**src/rtl/main_fsm.sv**
```systemverilog
// main_fsm: multicycle RISC-V control FSM; Moore outputs per state,
// with op consulted only for next-state and the Decode-time illegal_op flag.
module main_fsm (
    input  logic       clk,
    input  logic       reset,
    input  logic [6:0] op,
    output logic       Branch,
    output logic       PCUpdate,
    output logic       RegWrite,
    output logic       MemWrite,
    output logic       IRWrite,
    output logic       AdrSrc,
    output logic [1:0] ResultSrc,
    output logic [1:0] ALUSrcA,
    output logic [1:0] ALUSrcB,
    output logic [1:0] ALUOp,
    output logic       illegal_op,
    output logic [3:0] state
);
    localparam logic [3:0] S_FETCH = 4'd0, S_DECODE = 4'd1, S_MEMADR = 4'd2,
                           S_MEMREAD = 4'd3, S_MEMWB = 4'd4, S_MEMWRITE = 4'd5,
                           S_EXECR = 4'd6, S_ALUWB = 4'd7, S_EXECI = 4'd8,
                           S_JAL = 4'd9, S_BEQ = 4'd10;
    localparam logic [6:0] OP_LW = 7'b0000011, OP_SW = 7'b0100011, OP_R = 7'b0110011,
                           OP_I = 7'b0010011, OP_JAL = 7'b1101111, OP_BEQ = 7'b1100011;

    logic [3:0] r_state;
    logic [3:0] w_next;
    logic       w_legal;

    assign state   = r_state;
    assign w_legal = op == OP_LW || op == OP_SW || op == OP_R || op == OP_I ||
                     op == OP_JAL || op == OP_BEQ;

    always_ff @(posedge clk or posedge reset) begin
        if (reset) r_state <= S_FETCH;
        else       r_state <= w_next;
    end

    always_comb begin
        w_next = S_FETCH;
        case (r_state)
            S_FETCH:   w_next = S_DECODE;
            S_DECODE:  w_next = (op == OP_LW || op == OP_SW) ? S_MEMADR :
                                op == OP_R   ? S_EXECR :
                                op == OP_I   ? S_EXECI :
                                op == OP_JAL ? S_JAL   :
                                op == OP_BEQ ? S_BEQ   : S_FETCH;
            S_MEMADR:  w_next = (op == OP_LW) ? S_MEMREAD : S_MEMWRITE;
            S_MEMREAD: w_next = S_MEMWB;
            S_EXECR, S_EXECI, S_JAL: w_next = S_ALUWB;
            default:   w_next = S_FETCH;
        endcase
    end

    // Unused states 11..15 fall through to the all-zero defaults.
    always_comb begin
        Branch     = 1'b0;
        PCUpdate   = 1'b0;
        RegWrite   = 1'b0;
        MemWrite   = 1'b0;
        IRWrite    = 1'b0;
        AdrSrc     = 1'b0;
        ResultSrc  = 2'b00;
        ALUSrcA    = 2'b00;
        ALUSrcB    = 2'b00;
        ALUOp      = 2'b00;
        illegal_op = r_state == S_DECODE && !w_legal;
        case (r_state)
            S_FETCH: begin
                IRWrite   = 1'b1;
                PCUpdate  = 1'b1;
                ALUSrcB   = 2'b10;
                ResultSrc = 2'b10;
            end
            S_DECODE: begin
                ALUSrcA = 2'b01;
                ALUSrcB = 2'b01;
            end
            S_MEMADR: begin
                ALUSrcA = 2'b10;
                ALUSrcB = 2'b01;
            end
            S_MEMREAD:  AdrSrc = 1'b1;
            S_MEMWB: begin
                ResultSrc = 2'b01;
                RegWrite  = 1'b1;
            end
            S_MEMWRITE: begin
                AdrSrc   = 1'b1;
                MemWrite = 1'b1;
            end
            S_EXECR: begin
                ALUSrcA = 2'b10;
                ALUOp   = 2'b10;
            end
            S_EXECI: begin
                ALUSrcA = 2'b10;
                ALUSrcB = 2'b01;
                ALUOp   = 2'b10;
            end
            S_JAL: begin
                ALUSrcA  = 2'b01;
                ALUSrcB  = 2'b10;
                PCUpdate = 1'b1;
            end
            S_ALUWB:    RegWrite = 1'b1;
            S_BEQ: begin
                ALUSrcA = 2'b10;
                ALUOp   = 2'b01;
                Branch  = 1'b1;
            end
            default: ;
        endcase
    end
endmodule

```
**config.mk**
```make
export PLATFORM = sky130hd
export DESIGN_NAME = main_fsm
export DESIGN_NICKNAME = d
export VERILOG_FILES = /design/src/rtl/main_fsm.sv
export SDC_FILE = /design/constraint.sdc
export NUM_CORES = 1
export LEC_CHECK = 0
export CORE_AREA = 2 2 39 41
export CTS_CLUSTER_DIAMETER = 80
export DETAILED_ROUTE_END_ITERATION = 8
export DIE_AREA = 0 0 41 43
export PLACE_DENSITY = 0.88
export SLEW_MARGIN = 15
export SYNTH_ARGS = -nofsm -noshare
export SYNTH_HDL_FRONTEND = slang
export SYNTH_SLANG_ARGS = --single-unit
```
**constraint.sdc**
```tcl
create_clock -name clk -period 3.2 [get_ports clk]
set_input_delay 0.64 -clock clk [delete_from_list [all_inputs] [get_ports clk]]
set_output_delay 0.64 -clock clk [all_outputs]
set_load 0.01 [all_outputs]
```
# Word level (Yosys, flattened, before mapping)
# Index checks and enable logic that the tools add are counted.
# word_totals
ff_bits	4
in_bits	9
# op_classes
n_eq_ne	16
n_mux	17
n_reduce_logical	16
# op_table
cell	n
2-to-1 mux 4 bit	5
one-hot mux 4 bit (5 select lines)	1
== test 4 x 3 -> 1 bit (second input constant)	4
one-hot mux 2 bit (2 select lines)	4
== test 7 x 6 -> 1 bit (second input constant)	2
== test 7 bit (second input constant)	2
== test 4 bit (second input constant)	3
OR reduction 2 bit	5
== test 4 x 2 -> 1 bit (second input constant)	2
== test 7 x 2 -> 1 bit (second input constant)	1
== test 7 x 5 -> 1 bit (second input constant)	1
2-to-1 mux 1 bit	6
OR reduction 3 bit	2
logical OR 1 bit	5
== test 4 x 1 -> 1 bit (second input constant)	1
logical NOT 4 bit	1
OR reduction 4 bit	1
2-to-1 mux 3 bit	1
logical AND 1 bit	1
logical NOT 1 bit	1

# Longest topological paths before layout
# depth
ltp_word	8
mapped_depth	5
depth_no_buf	3

# Worst setup path after synthesis
# No wires, ideal clock.
# synth_timing
path_type	reg2out
startpoint	reg r_state[1] (netlist: state[1])
endpoint	out ResultSrc[1]
arrival_ps	1491
path_slack_ps	1069
stages_incl_launch_ff	5
n_path_buf	3
path_cell_list	dfrtp_1 > buf_6 > clkbuf_1 > nor4_1 > buf_4
# synth_via
elab_chain_len	2
word_cells_on_any_way	3
classes_between	eq/ne (1); mux (1); reduce/logical (1)
# synth_lines
element	line_no	rtl
start, declared	27	logic [3:0] r_state;
start signal, assigned	37	else r_state <= w_next;
== test 4 x 3 -> 1 bit or logical NOT 4 bit (tied branches)	69	case (r_state)
one-hot mux 2 bit (2 select lines) *	69	
end, declared	13	output logic [1:0] ResultSrc,
# Mark *: on every way between the ends. The rest lies on a longest branch, timed or not.

# Worst setup path in the final report
# layout_timing
startpoint	in op[3]
endpoint	out illegal_op
# layout_via
elab_chain_len	8
word_cells_on_any_way	13
classes_between	eq/ne (6); reduce/logical (7)
# layout_lines
element	line_no	rtl
start, declared	6	input logic [6:0] op,
== test 7 x 2 -> 1 bit or == test 7 x 6 -> 1 bit (tied branches)	32	assign w_legal = op == OP_LW || op == OP_SW || op == OP_R || op == OP_I ||
logical OR 1 bit (4 in a row)	32	
logical OR 1 bit *	33	op == OP_JAL || op == OP_BEQ;
logical NOT 1 bit *	68	illegal_op = r_state == S_DECODE && !w_legal;
logical AND 1 bit *	68	
end, declared	17	output logic illegal_op,
# Marks and branches as above.

==> flow_summary_export.csv <==
group,metric,value,unit
timing,drv_slew,0,
yosys,synth_area_leaders,"dfrtp_1, nor3_1, nor3b_1",
yosys,synth_area_leader_cell,"dfrtp_1",
grt,grt_antenna_before_repair,0,
pwr,p_clk_frac,0.156,
timing,period_needed,2.992,ns
layout,drive_gt1_frac,0.05495,
clocking,post_cts.repair.setup_buffers,0,
drt,drc,0,
worst_hold_path,hold_path.class,"primary input to async pin",
floorplanning,die_height,43,um
yosys,syn_area_per_cell,7.308,um^2
pwr,leakage,0.0002919,uW
floorplanning,dieArea,1763,um^2
floorplanning,io-pin-count,28,
pwr,p_int,260.7,uW
worst_setup_path,end_kind,"primary output",
layout,largest_register_ffs,4,
placed_design,io_buffer_count,27,
drt,vias,588,
worst_setup_path,startpoint_type,"primary input",
yosys,syn-num-nets,78,
worst_setup_path,critPathRequiredTime,2.56,ns
clocking,clockBufferDepth,2,
yosys,ys_seq_area_frac,0.1985,
worst_setup_path,crit_type,"primary input to primary output",
floorplanning,initial_core_util,0.3644,
clocking,insertion_delay,0.24,ns
run,maxCapViolations,0,
timing,fin_tns_setup,0,ns
grt,grt_pass1_vias,490,
drt,dr.pass1.iters,1,
yosys,synth-seq-cells,4,
yosys,synth.distinct_cells,30,
layout,diodes,0,
clocking,cts-root-buf,"clkbuf_4",
timing,skew,0.0005089,ns
floorplanning,core,1384,um^2
placed_design,dp_cells,104,
grt,grt-ovfl-total,0,
clocking,numCtsBuffers,3,
worst_setup_path,reg2reg_depth,3,
placed_design,dp_hpwl,929.4,um
timing,maxSlewHeadroom,0.6433,
pwr,power.density,550.3,nW/um^2
timing,setup_viol,0,
drt,detail-route-antenna-nets,0,
yosys,synthCells,69,
clocking,cts.repair.resized,0,
timing,fin_hold_ws,0.5805,ns
timing,rsz0062_at_grt,"false",
floorplanning,die_x,41,um
clocking,ctsHoldBuffers,0,
layout,syn2layout_area_growth,52.85,%
pwr,switching_share,0.3854,
timing,tightestPinTransition,0.5350,ns
timing,period_share,0.9349,
pwr,comb_power_share,0.622,
pwr,p_seq_frac,0.222,
drt,routedWlPerCell,11.38,um
drt,totalWireLength,1218,um
clocking,cts_tree,"yes",
clocking,h-tree-depth,1,
layout,nets,102,
grt,grt_pass1_wl,1932,um
yosys,yosys_warnings,0,
drt,drt_iter0_drc,0,
yosys,synth_area,504.2,um^2
floorplanning,rows,14,
worst_setup_path,r2r_start,"state[2]",
drt,avgViaCountPerCell,5.495,
timing,max_freq,334.3,MHz
grt,track_usage,0.1593,
worst_setup_path,crit_start,"op[3]",
clocking,clock-sinks,4,
timing,finalHoldViolations,0,
worst_setup_path,worstReg2RegEnd,"state[2]",
worst_setup_path,crit_arrival,2.35,ns
grt,grt_max_degree,20,
worst_setup_path,critPathMaxFanout,5,
clocking,clk_pin_slew_worst_paths,0.04,ns
placed_design,gp_congestion,0.7785,
pwr,power.switching,163.5,uW
run_status,outcome,"completed",
layout,instances_no_fill,107,
pwr,ir_drop,0.3398,mV
yosys,synth_top_area_share,0.1985,
worst_setup_path,r2r_slack,1.65,ns
per-layer routing:
metal / share of wire / up-vias / track usage / wire [um]
li1: - / 299 / - / -
met1: 0.42 / 264 / 0.1759 / 507
met2: 0.51 / 23 / 0.2594 / 626
met3: 0.057 / 2 / 0.03141 / 69
met4: 0.012 / 0 / 0.1000 / 15
met5: 0 / - / 0 / 0
cell type report:
type	instances	area (um^2)
Sequential cell	4	100.1
Fill cell	142	613.1
Clock buffer	3	22.52
Tap cell	16	20.02
Inverter	3	11.26
Multi-Input combinational cell	54	346.6
Timing Repair Buffer	27	270.3
critical path, cell delays in order:
cell and delay, ns:
clkdlybuf4s50_1 0.53, and4bb_2 0.30, nor2b_1 0.14, nor3b_1 0.19, clkdlybuf4s50_1 0.56
per-stage QoR:
step	setup slack, ns	utilization	power (uW)	area [um^2]
2_1_floorplan	1.069	-	223.4	504.2
3_3_place_gp	0.2266	0.5407	355.8	748.2
3_5_place_dp	0.2129	0.5407	359.2	748.2
4_1_cts	0.1957	0.5570	425.9	770.7
5_1_grt	0.1273	0.5570	457.8	770.7
6_report	0.2084	0.5570	424.2	770.7
synthesized netlist by cell type:
master and n:
buf_6 1, and4b_1 1, buf_4 2, clkbuf_1 4, nand4_1 1, or4_1 1
nor2b_1 4, nor3b_1 4, nor4b_1 1, nand4b_1 1, or4b_4 1, nand2_1 4
nor3_1 6, and2_1 1, nor2_1 7, a211oi_1 1, inv_1 3, o2111ai_1 1
a31oi_1 2, dfrtp_1 4, xnor2_1 2, nand4bb_1 2, o41ai_1 1, buf_2 1
nor4_1 1, a21oi_1 4, xor2_1 2, nand3_1 3, and4bb_2 1, o21ai_0 2
cells by family (layout without fill, tap and decap cells):
logic type	count (synthesis)	after routing	share of synthesized area
compound gates	11	11	0.1340
xor+xnor	4	4	0.06949
buf+inv	11	33	0.1141
flops	4	4	0.1985
simple gates	39	39	0.4839
worst max-delay path by stage:
stage                   end  slack [ns]  cells past startpoint
2_1_floorplan  ResultSrc[1]        1.07                      4
3_3_place_gp     illegal_op        0.23                      5
3_5_place_dp     illegal_op        0.21                      5
4_1_cts          illegal_op        0.20                      5
5_1_grt          illegal_op        0.13                      5
6_report         illegal_op        0.21                      5
cells in the final DEF (no fill, tap or decap):
cell | Yosys | final
a211oi_1 | 1 | 1
nand4bb_1 | 2 | 2
a21oi_1 | 4 | 4
inv_1 | 3 | 3
a31oi_1 | 2 | 2
o2111ai_1 | 1 | 1
xnor2_1 | 2 | 2
nand4b_1 | 1 | 1
nor3_1 | 6 | 6
and2_1 | 1 | 1
nand2_1 | 4 | 4
and4b_1 | 1 | 1
nor4b_1 | 1 | 1
nor4_1 | 1 | 1
clkbuf_4 | 0 | 3
nor2b_1 | 4 | 4
nand4_1 | 1 | 1
o41ai_1 | 1 | 1
nor3b_1 | 4 | 4
nor2_1 | 7 | 7
or4_1 | 1 | 1
xor2_1 | 2 | 2
nand3_1 | 3 | 3
and4bb_2 | 1 | 1
or4b_4 | 1 | 1
o21ai_0 | 2 | 2
dfrtp_1 | 4 | 4
clkdlybuf4s50_1 | 0 | 27
power groups by stage:
| stage | clock network, uW | logic [uW] | registers, uW |
|---|---|---|---|
| global placement | 0 | 262 | 93.8 |
| floorplan | 0 | 148 | 74.9 |
| CTS | 65.8 | 266 | 93.7 |
| global route | 66.1 | 293 | 99.1 |
| detailed placement | 0 | 265 | 94.2 |
| finish | 66.1 | 264 | 94.3 |
Power figures use the tool's default switching activity.
